### config.mk
export PLATFORM = sky130hd
export DESIGN_NAME = player_motion
export DESIGN_NICKNAME = d
export VERILOG_FILES = /design/src/rtl/player_motion.sv
export SDC_FILE = /design/constraint.sdc
export NUM_CORES = 1
export LEC_CHECK = 0
export ABC_AREA = 0
export BUFFER_PORTS_ARGS = -buffer_cell sky130_fd_sc_hd__buf_2
export CAP_MARGIN = 20
export CORE_ASPECT_RATIO = 2
export CORE_MARGIN = 2
export CORE_UTILIZATION = 60
export CTS_BUF_LIST = sky130_fd_sc_hd__clkbuf_4
export CTS_CLUSTER_DIAMETER = 30
export DETAILED_ROUTE_END_ITERATION = 8
export HOLD_SLACK_MARGIN = 0.03
export PLACE_DENSITY = 0.81
export SYNTH_ARGS = -nofsm -noshare
export SYNTH_HDL_FRONTEND = slang
export SYNTH_SLANG_ARGS = --single-unit
### constraint.sdc
create_clock -name clk -period 7.9 [get_ports clk]
set_input_delay 1.58 -clock clk [delete_from_list [all_inputs] [get_ports clk]]
set_output_delay 1.58 -clock clk [all_outputs]
set_load 0.005 [all_outputs]
### src/rtl/player_motion.sv
// player_motion -- per-frame sprite motion for a platformer character.
//
// Samples the (asynchronous) buttons once per video frame, on the falling
// edge of vsync, and advances the sprite: horizontal walk with screen-edge
// clamping, and a vertical jump/double-jump model with gravity, a release
// cut for short hops, a floor and a ceiling.
//
// Ports
//   clk          system clock (the only clock)
//   clrn         asynchronous active-low reset
//   vsync        VGA vsync, active-low pulse, asynchronous
//   left/right   walk button levels, asynchronous
//   jump         jump button level, asynchronous
//   pos_x/pos_y  sprite top-left corner for the renderer
//   facing       0 = right, 1 = left
//   airborne     1 while not standing on the floor
//   update_done  one-cycle pulse after each frame update
module player_motion #(
  parameter int SCREEN_W   = 800,
  parameter int SPR_W      = 22,
  parameter int SPR_H      = 24,
  parameter int FLOOR_Y    = 552,
  parameter int START_X    = 100,
  parameter int WALK_SPEED = 3,
  parameter int JUMP_V     = 8,
  parameter int JUMP2_V    = 6,
  parameter int MAX_FALL   = 9
) (
  input  logic       clk,
  input  logic       clrn,
  input  logic       vsync,
  input  logic       left,
  input  logic       right,
  input  logic       jump,
  output logic [9:0] pos_x,
  output logic [9:0] pos_y,
  output logic       facing,
  output logic       airborne,
  output logic       update_done
);

  // Sprite must fit in the 10-bit coordinate space of the renderer.
  if ((FLOOR_Y + SPR_H) > 1024 || SCREEN_W > 1024) begin : g_bad_geometry
    $error("player_motion: geometry does not fit 10-bit coordinates");
  end

  typedef enum logic [1:0] {GROUND, RISE, FALL} state_t;

  localparam logic signed [10:0] X_MAX   = 11'(SCREEN_W - SPR_W);
  localparam logic signed [10:0] FLOOR_S = 11'(FLOOR_Y);
  localparam logic signed [10:0] WALK_S  = 11'(WALK_SPEED);
  localparam logic signed [5:0]  JV1     = 6'(-JUMP_V);
  localparam logic signed [5:0]  JV2     = 6'(-JUMP2_V);
  localparam logic signed [5:0]  VMAX    = 6'(MAX_FALL);
  localparam logic signed [5:0]  VCUT    = -6'sd2;

  // Two-flop synchronisers plus one history flop for edge detection.
  logic [1:0] vs_q, lf_q, rt_q, jp_q;
  logic       vs_prev_q, jp_prev_q;

  always_ff @(posedge clk or negedge clrn) begin
    if (!clrn) begin
      vs_q      <= '0;
      lf_q      <= '0;
      rt_q      <= '0;
      jp_q      <= '0;
      vs_prev_q <= 1'b0;
      jp_prev_q <= 1'b0;
    end else begin
      vs_q      <= {vs_q[0], vsync};
      lf_q      <= {lf_q[0], left};
      rt_q      <= {rt_q[0], right};
      jp_q      <= {jp_q[0], jump};
      vs_prev_q <= vs_q[1];
      jp_prev_q <= jp_q[1];
    end
  end

  logic left_s, right_s, jump_s, frame_tick, jump_edge;
  assign left_s     = lf_q[1];
  assign right_s    = rt_q[1];
  assign jump_s     = jp_q[1];
  assign frame_tick = vs_prev_q & ~vs_q[1];
  assign jump_edge  = jump_s & ~jp_prev_q;

  // Motion state
  state_t            state_q, state_d;
  logic [9:0]        pos_x_q, pos_x_d, pos_y_q, pos_y_d;
  logic signed [5:0] vy_q, vy_d;
  logic [1:0]        jl_q, jl_d;
  logic              facing_q, facing_d, jump_req_q, jump_req_d;
  logic              update_done_q;

  always_ff @(posedge clk or negedge clrn) begin
    if (!clrn) begin
      state_q       <= GROUND;
      pos_x_q       <= 10'(START_X);
      pos_y_q       <= 10'(FLOOR_Y);
      vy_q          <= '0;
      jl_q          <= 2'd2;
      facing_q      <= 1'b0;
      jump_req_q    <= 1'b0;
      update_done_q <= 1'b0;
    end else begin
      state_q       <= state_d;
      pos_x_q       <= pos_x_d;
      pos_y_q       <= pos_y_d;
      vy_q          <= vy_d;
      jl_q          <= jl_d;
      facing_q      <= facing_d;
      jump_req_q    <= jump_req_d;
      update_done_q <= frame_tick;
    end
  end

  logic signed [10:0] x_s, y_s;
  logic signed [5:0]  vy_t, vy_n;
  logic [1:0]         jl_t;
  logic               air_t;

  always_comb begin
    state_d    = state_q;
    pos_x_d    = pos_x_q;
    pos_y_d    = pos_y_q;
    vy_d       = vy_q;
    jl_d       = jl_q;
    facing_d   = facing_q;
    // An edge arriving with the tick is serviced by this tick, not latched.
    jump_req_d = jump_req_q | jump_edge;
    x_s        = '0;
    y_s        = '0;
    vy_t       = vy_q;
    vy_n       = '0;
    jl_t       = jl_q;
    air_t      = (state_q != GROUND);

    if (frame_tick) begin
      jump_req_d = 1'b0;

      // Horizontal: simultaneous left+right cancel out.
      if (left_s && !right_s) begin
        x_s = $signed({1'b0, pos_x_q}) - WALK_S;
        if (x_s < 11'sd0) x_s = 11'sd0;
        pos_x_d  = x_s[9:0];
        facing_d = 1'b1;
      end else if (right_s && !left_s) begin
        x_s = $signed({1'b0, pos_x_q}) + WALK_S;
        if (x_s > X_MAX) x_s = X_MAX;
        pos_x_d  = x_s[9:0];
        facing_d = 1'b0;
      end

      // Jump request: first jump from the floor, one extra in the air.
      if (jump_req_q || jump_edge) begin
        if (!air_t) begin
          vy_t  = JV1;
          jl_t  = 2'd1;
          air_t = 1'b1;
        end else if (jl_t == 2'd1) begin
          vy_t = JV2;
          jl_t = 2'd0;
        end
      end

      // Releasing the button while rising shortens the jump.
      if (!jump_s && state_q == RISE && vy_t < VCUT) vy_t = VCUT;

      // Standing still on the floor leaves pos_y/vy untouched.
      if (air_t) begin
        y_s = $signed({1'b0, pos_y_q}) + {{5{vy_t[5]}}, vy_t};
        jl_d = jl_t;
        if (y_s >= FLOOR_S) begin
          pos_y_d = 10'(FLOOR_Y);
          vy_d    = '0;
          state_d = GROUND;
          jl_d    = 2'd2;
        end else if (y_s < 11'sd0) begin
          pos_y_d = '0;
          vy_d    = '0;
          state_d = FALL;
        end else begin
          pos_y_d = y_s[9:0];
          vy_n    = vy_t + 6'sd1;
          if (vy_n > VMAX) vy_n = VMAX;
          vy_d    = vy_n;
          state_d = (vy_n < 6'sd0) ? RISE : FALL;
        end
      end
    end
  end

  assign pos_x       = pos_x_q;
  assign pos_y       = pos_y_q;
  assign facing      = facing_q;
  assign airborne    = (state_q != GROUND);
  assign update_done = update_done_q;

endmodule

Word level (Yosys, flattened, before mapping)
Index checks and enable logic that the tools add are counted.
W data, S select, Z words.
{"block": "classes", "div_mod_pow": 0, "bitwise": 5, "multipliers": 0, "reduce_logical": 14, "magnitude_cmp": 7, "eq_ne": 3, "muxes": 31, "n_shift": 0, "add_sub_neg": 4}
{"op": "$mux W6", "n": 13}
{"op": "$mux W10", "n": 6}
{"op": "$lt A11 B1 Y1 const B", "n": 2}
{"op": "$mux W2", "n": 7}
{"op": "$add A10 B11 Y11", "n": 1}
{"op": "$add A10 B2 Y11 const B", "n": 1}
{"op": "$ge A11 B11 Y1 const B", "n": 1}
{"op": "$gt A11 B11 Y1 const B", "n": 1}
{"op": "$sub A10 B2 Y11 const B", "n": 1}
{"op": "$add A6 B2 Y6 const B", "n": 1}
{"op": "$gt A6 B5 Y1 const B", "n": 1}
{"op": "$lt A6 B1 Y1 const B", "n": 1}
{"op": "$lt A6 B2 Y1 const B", "n": 1}
{"op": "$reduce_bool A2 Y1", "n": 3}
{"op": "$mux W1", "n": 5}
{"op": "$eq A2 B1 Y1 const B", "n": 2}
{"op": "$logic_and A1 B1 Y1", "n": 4}
{"op": "$reduce_and A2 Y1", "n": 2}
{"op": "$reduce_and A4 Y1", "n": 1}
{"op": "$logic_not A1 Y1", "n": 3}
{"op": "$ne A3 B1 Y1 const B", "n": 1}
{"op": "$and A1 B1 Y1", "n": 2}
{"op": "$not A1 Y1", "n": 2}
{"op": "$logic_or A1 B1 Y1", "n": 1}
{"op": "$or A1 B1 Y1", "n": 1}
{"block": "word_totals", "out_inout_bits": 23, "wordCells": 78, "inputBits": 6, "mem_bits_ro": 0, "ram_bits": 0, "memories": 0, "latchBits": 0, "register_bits": 43}

Longest topological paths before layout
Gate-level depths: netlist (run 1).
{"block": "depth", "ltp_word": 20, "ltp_mapped": 15, "ltp_nobuf": 14}

Worst setup path after synthesis (run 1)
OpenSTA, ideal clock, no wires.
{"block": "synth_timing", "path_kind": "reg2reg", "start": "register state_q[0]", "end": "register vy_q[1]", "path_slack_ps": 4370, "required_ps": 7779, "synth_period_minus_slack_ps": 3530, "path_stages_with_launch": 15, "arrival_ps": 3408, "setup_ps": 121, "path_buffers": 1, "cell_sequence": "dfrtp_1 nor3b_1 a21boi_0 nand2_1 inv_1 ha_1 fa_1 a211oi_1 o21ai_1 a31o_1 a21o_1 xnor2_1 and3_1 buf_4 a32o_2"}
{"block": "synth_via", "elab_chain_cells": 17, "word_cells_on_any_way": 25, "classes_between": "add/sub: 2; order compare: 4; eq/ne: 1; mux: 14; reduce/logical: 4"}
{"element": "from (decl)", "line_no": "87", "rtl": "state_t state_q, state_d;"}
{"element": "from (signal assigned)", "line_no": "105", "rtl": "state_q <= state_d;"}
{"element": "$reduce_bool A2 Y1", "line_no": "135", "rtl": "air_t = (state_q != GROUND);"}
{"element": "$mux W6", "line_no": "155", "rtl": "if (!air_t) begin"}
{"element": "$mux W6", "line_no": "154", "rtl": "if (jump_req_q || jump_edge) begin"}
{"element": "$mux W6", "line_no": "137", "rtl": "if (frame_tick) begin"}
{"element": "$lt A6 B2 Y1", "line_no": "166", "rtl": "if (!jump_s && state_q == RISE && vy_t < VCUT) vy_t = VCUT;"}
{"element": "$logic_and A1 B1 Y1", "line_no": "166"}
{"element": "$mux W6", "line_no": "166"}
{"element": "$mux W6", "line_no": "137"}
{"element": "$add A6 B2 Y6", "line_no": "183", "rtl": "vy_n = vy_t + 6'sd1;"}
{"element": "$gt A6 B5 Y1", "line_no": "184", "rtl": "if (vy_n > VMAX) vy_n = VMAX;"}
{"element": "$mux W6", "line_no": "184"}
{"element": "$mux W6", "line_no": "177", "rtl": "end else if (y_s < 11'sd0) begin"}
{"element": "$mux W6", "line_no": "172", "rtl": "if (y_s >= FLOOR_S) begin"}
{"element": "$mux W6", "line_no": "169", "rtl": "if (air_t) begin"}
{"element": "$mux W6", "line_no": "137"}
{"element": "$mux W6", "line_no": "177"}
{"element": "$mux W6", "line_no": "172"}
{"element": "to (signal assigned)", "line_no": "108", "rtl": "vy_q <= vy_d;"}
{"element": "to (decl)", "line_no": "89", "rtl": "logic signed [5:0] vy_q, vy_d;"}
Parallel ways exist; a longest one is shown, timed or not. The select of a mux whose other input is x is not followed.
A chain may end at the register's enable or synchronous reset.

Worst setup path in the final report (run 1)
{"block": "layout_timing", "start": "register state_q[0]", "end": "register vy_q[4]"}
Same word-level chain as after synthesis.

==> results.ini, run 1 <==
[global_route]
grt_pass1_wl_mm=11.4
grt.total_usage_pct=28.7
grt_pass1_vias=2496
grt_max_degree=43
antenna_found_initial=0
grt.overflow.total=0

[logic_synthesis]
synth_top_area_share_pct=30.8
ys_seq_area_share_pct=37.3
synthTopCellsByCount=dfrtp_1, nand2_1, nor2_1, o21ai_0, ha_1
ys_warn_count=0
synth_area_mm2=0.00284
synth.most_common_cell=dfrtp_1
ys.flop_type=dfrtp_1
synth_area_per_cell_um2=8.99
synth_cell_types=62
synth-seq-cells=42
synth_fp_nets=339
synthArstFlopShare_pct=100
synth-edff-count=0
post-synth-top-area-cell=dfrtp_1
synthTopCellsByArea=dfrtp_1, ha_1, dfstp_2
synth_cells=316

[drt]
routed_via_density=6.46
wl_met3_um=160
postRouteAntennaNets=0
post-route-drc-count=0
wl_per_cell_um=17.9
wl_mm=6.95
via_count=2511
routed.top_layer=met4
initialDrtViolationCount=45
first_pass_iters=4
drt-met1-wl_mm=2.43
route.met2.wl_mm=4.15

[sta]
finalSetupViolCount=0
post-route-period-util_pct=53.2
slew_headroom_pct=38.9
worstMarginPinSlew_ns=0.916
hold_ws_ns=0.369
finalSetupTns_ns=0
fmax_ghz=0.238
rsz0062_at_grt=no
clock_skew_ns=0.00824
hold_viol=0
fin_crit_ns=4.20
drv_slew=0

[clock_tree]
clk_latency_ns=0.35
cts_setup_buffers=0
clk_pin_slew_worst_paths_ns=0.12
root_buffer=clkbuf_4
cts_tree=built
ctsHoldBuffers=0
ctsLongestPathBuffers=2
htreeDepth=2
cts_inserted_buffers=5
clock-sinks=42
cts.repair.resized=0

[final_layout]
finalInstanceArea_mm2=0.00306
syn2layout_area_growth_pct=7.53
nets=356
drive_gt1_share_pct=16.2
antenna_cells=0
final.fill_count=404

[power_and_ir_drop]
leakagePower_nw=1.43
power_mw=1.26
p_per_area_mw_per_mm2=413
ir_drop_mv=0.330

[critical_path]
crit_buf_inv=1
crit_type=flop to flop
path_max_fanout=7
cp_data_arrival_time_ns=4.46
critical_path_required_ns=8.16
slowest_delay_ns=0.51
cp-end-kind=flop
path_cells=nor3b_1 > a21boi_0 > nand2_1 > inv_1 > ha_1 > fa_1 > a21o_1 > a21oi_2 > xnor2_1 > o211a_1 > o41ai_4 > nand3_1 > o31ai_1
cp_top_family=compound AO/OA/AOI/OAI gates
reg2reg_slack_ns=3.70
slowest_stage=nor3b_1
crit_path_start_kind=flop

[floorplanning]
fp.coreArea_mm2=0.00460
ios=29
rows=35
die_height_um=101
dieArea_mm2=0.00534
start_util_pct=61.8
fp.dieW_um=52.7

[outcome]
status=completed

[placement]
gp_congestion=0.868
dp.final_hpwl_mm=5.28
io_buffer_count=28
dpl_cell_area_mm2=0.00298

[run]
cap_viol_max_count=0

[worst_hold_path]
hold_path_class=flop to flop

[cell families (layout without fill, tap and decap cells)]
logic type | Yosys count | in the layout | synth area share, %
buf+inv | 29 | 47 | 4.18
fa+ha+maj | 17 | 17 | 7.75
flops | 42 | 42 | 37.3
compound gates | 105 | 105 | 27.0
mux | 2 | 2 | 0.705
xor+xnor | 15 | 15 | 4.89
simple gates | 106 | 106 | 18.2
[where the power goes]
part,total (mW),internal [mW],switching [mW]
clock,0.139,0.0693,0.0694
sequential,0.397,0.287,0.110
combinational,0.728,0.312,0.416
total,1.26,0.668,0.596
[registers in the layout, summed over array words and instances (netlist names)]
register,count
vy_q,5
state_q,2
facing,1
update_done,1
vs_q,2
pos_y,10
vs_prev_q,1
jl_q,2
jump_req_q,1
lf_q,2
jp_q,2
pos_x,10
jp_prev_q,1
rt_q,2
[layout by cell type, fill, tap and decap left out, types with 3 or more instances in the layout]
master	netlist	routed
a21o_1	8	8
nor2_1	20	20
a22o_1	10	10
o21ai_0	20	19
nor2b_1	3	3
nor4_1	4	4
a211oi_1	5	5
or2_2	3	3
nor3_1	12	12
o31ai_1	7	7
a31o_2	3	3
nand2b_1	8	8
inv_1	10	10
xnor2_1	9	9
nand2_1	32	32
o21ai_1	4	5
nand3_1	10	10
dfrtp_1	35	35
and3_1	6	6
dfstp_2	7	7
ha_1	16	16
buf_2	5	28
clkbuf_4	0	6
xor2_1	5	5
a21boi_0	3	3
a31oi_1	3	3
a21oi_1	14	14
[metal layers]
metal,track usage (%),vias to the layer above
met2,56.4,52
met3,3.10,16
met1,27.5,1242
li1,-,1201
met4,13.8,0
met5,0,-
[metrics by stage]
| step | setup WS, ns | utilization [%] | cells |
|---|---|---|---|
| finish | 3.70 | 66.4 | 389 |
| global route | 3.49 | 66.4 | 389 |
| CTS | 3.79 | 66.4 | 389 |
| detailed placement | 3.88 | 64.7 | 381 |
| global placement | 4.01 | 64.7 | 381 |
| floorplan | 4.37 | - | 316 |
[cell type report]
cell class | count | area, um^2 | area share (%)
Sequential cell | 42 | 1060 | 34.7
Clock buffer | 6 | 45.0 | 1.47
Multi-Input combinational cell | 245 | 1660 | 54.4
Inverter | 10 | 37.5 | 1.23
Tap cell | 55 | 68.8 | 2.25
Timing Repair Buffer | 29 | 148 | 4.83
Clock inverter | 2 | 33.8 | 1.11
[worst paths after layout]
kind                            endpoint       start  cells past startpoint
worst min register to register   rt_q[1]     rt_q[0]                      0
max in group asynchronous       pos_x[4]        clrn                      1
worst max-delay path             vy_q[4]  state_q[0]                     13
worst min-delay path             rt_q[1]     rt_q[0]                      0
min in group asynchronous         facing        clrn                      1
worst max register to register   vy_q[4]  state_q[0]                     13
[worst register-to-register path, delay by kind of cell (launching register included)]
kind,cells,cell delay (ns)
AO/OA/AOI/OAI,6,1.80
XOR/XNOR,1,0.10
adder cells (fa/ha/maj),2,0.66
buffers and inverters,1,0.08
flip-flops,1,0.45
AND/OR/NAND/NOR,3,1.02
Power figures use the tool's default switching activity.
==> run 2: changes to the inputs <==
- clock period: 7.9 -> 4.13 ns (I/O delays scaled with it)
==> results.ini, run 2 (synthesis gave the netlist of run 1 again) <==
[power_and_ir_drop]
ir_drop_mv=0.786
leakagePower_nw=1.44
power_mw=2.43
p_per_area_mw_per_mm2=792

[clock_tree]
root_buffer=clkbuf_4
ctsLongestPathBuffers=2
cts_tree=built
cts_setup_buffers=0
htreeDepth=2
clock-sinks=42
cts.repair.resized=0
clk_latency_ns=0.36
ctsHoldBuffers=0
clk_pin_slew_worst_paths_ns=0.13
cts_inserted_buffers=5

[sta]
post-route-period-util_pct=91.7
clock_skew_ns=0.0140
finalSetupViolCount=0
slew_headroom_pct=38.9
rsz0062_at_grt=no
fmax_ghz=0.264
worstMarginPinSlew_ns=0.917
finalSetupTns_ns=0
fin_crit_ns=3.79
hold_viol=0
drv_slew=0

[critical_path]
crit_type=flop to flop
path_max_fanout=6
cp-end-kind=flop
cp_data_arrival_time_ns=4.09
critical_path_required_ns=4.43
crit_path_start_kind=flop

[global_route]
grt_pass1_vias=2480
grt_pass1_wl_mm=11.2
antenna_found_initial=0
grt.overflow.total=0
grt_max_degree=43
grt.total_usage_pct=28.7

[drt]
routed_via_density=6.52
initialDrtViolationCount=64
wl_per_cell_um=17.7
postRouteAntennaNets=0
first_pass_iters=4
via_count=2541
wl_mm=6.89
post-route-drc-count=0

[final_layout]
drive_gt1_share_pct=16.7
mostFrequentLayoutCell=dfrtp_1
syn2layout_area_growth_pct=7.93
antenna_cells=0
layout_common_cells=dfrtp_1, nand2_1, buf_2
nets=357

[placement]
dp.final_hpwl_mm=5.32
gp_congestion=0.877
io_buffer_count=28

[worst_hold_path]
hold_path_class=flop to flop

[floorplanning]
die_height_um=101
rows=35
fp.dieW_um=52.7
start_util_pct=61.8
ios=29
dieArea_mm2=0.00534
fp.coreArea_mm2=0.00460

[run]
cap_viol_max_count=0

[outcome]
status=completed

run 2: stage by stage:
stage | std cells | area, um^2 | setup WS (ns) | util [%] | hold slack [ns]
5_1_grt | 390 | 3070 | 0.0523 | 66.7 | 0.371
2_1_floorplan | 316 | 2840 | 0.600 | - | 0.331
6_report | 390 | 3070 | 0.343 | 66.7 | 0.358
3_5_place_dp | 382 | 2980 | 0.314 | 64.9 | 0.341
3_3_place_gp | 382 | 2980 | 0.417 | 64.9 | 0.334
4_1_cts | 390 | 3070 | 0.254 | 66.7 | 0.360
run 2: worst paths after layout:
check | slack [ns] | to | depth (start not counted) | from
worst max-delay path | 0.34 | vy_q[1] | 14 | state_q[0]
worst min-delay path | 0.36 | rt_q[1] | 0 | rt_q[0]
worst max register to register | 0.34 | vy_q[1] | 14 | state_q[0]
worst min register to register | 0.36 | rt_q[1] | 0 | rt_q[0]
max in group asynchronous | 2.97 | rt_q[0] | 1 | clrn
min in group asynchronous | 0.57 | facing | 1 | clrn
run 2: worst max-delay path, stage by stage (launching register included):
cell	delay, ns
dfrtp_1	0.45
nor2_1	0.23
o22ai_1	0.18
a21boi_1	0.21
nand2_1	0.16
inv_1	0.08
ha_1	0.22
fa_1	0.43
a211oi_1	0.30
o21ai_1	0.17
a31o_1	0.24
a21o_1	0.21
xnor2_1	0.28
and3_1	0.36
a32o_2	0.21
run 2: cell type report:
| type | instances | area (um^2) |
|---|---|---|
| clock buffer | 6 | 45.0 |
| clock inverter | 2 | 37.5 |
| fill | 407 | 1530 |
| inverter | 10 | 37.5 |
| multi-input combinational | 245 | 1660 |
| sequential | 42 | 1060 |
| tap | 55 | 68.8 |
| timing repair buffer | 30 | 155 |
run 2: power breakdown:
| group | internal (mW) | switching (mW) | leakage [nW] |
|---|---|---|---|
| clock | 0.134 | 0.140 | 0.0419 |
| combinational | 0.598 | 0.800 | 0.879 |
| sequential | 0.548 | 0.208 | 0.514 |
| total | 1.28 | 1.15 | 1.44 |
run 2: metal layers:
| layer | vias up | routed length (um) | track usage (%) |
|---|---|---|---|
| li1 | 1216 | - | - |
| met1 | 1230 | 2430 | 27.0 |
| met2 | 70 | 3950 | 55.5 |
| met3 | 25 | 192 | 3.10 |
| met4 | 0 | 319 | 17.0 |
| met5 | - | 0 | 0 |
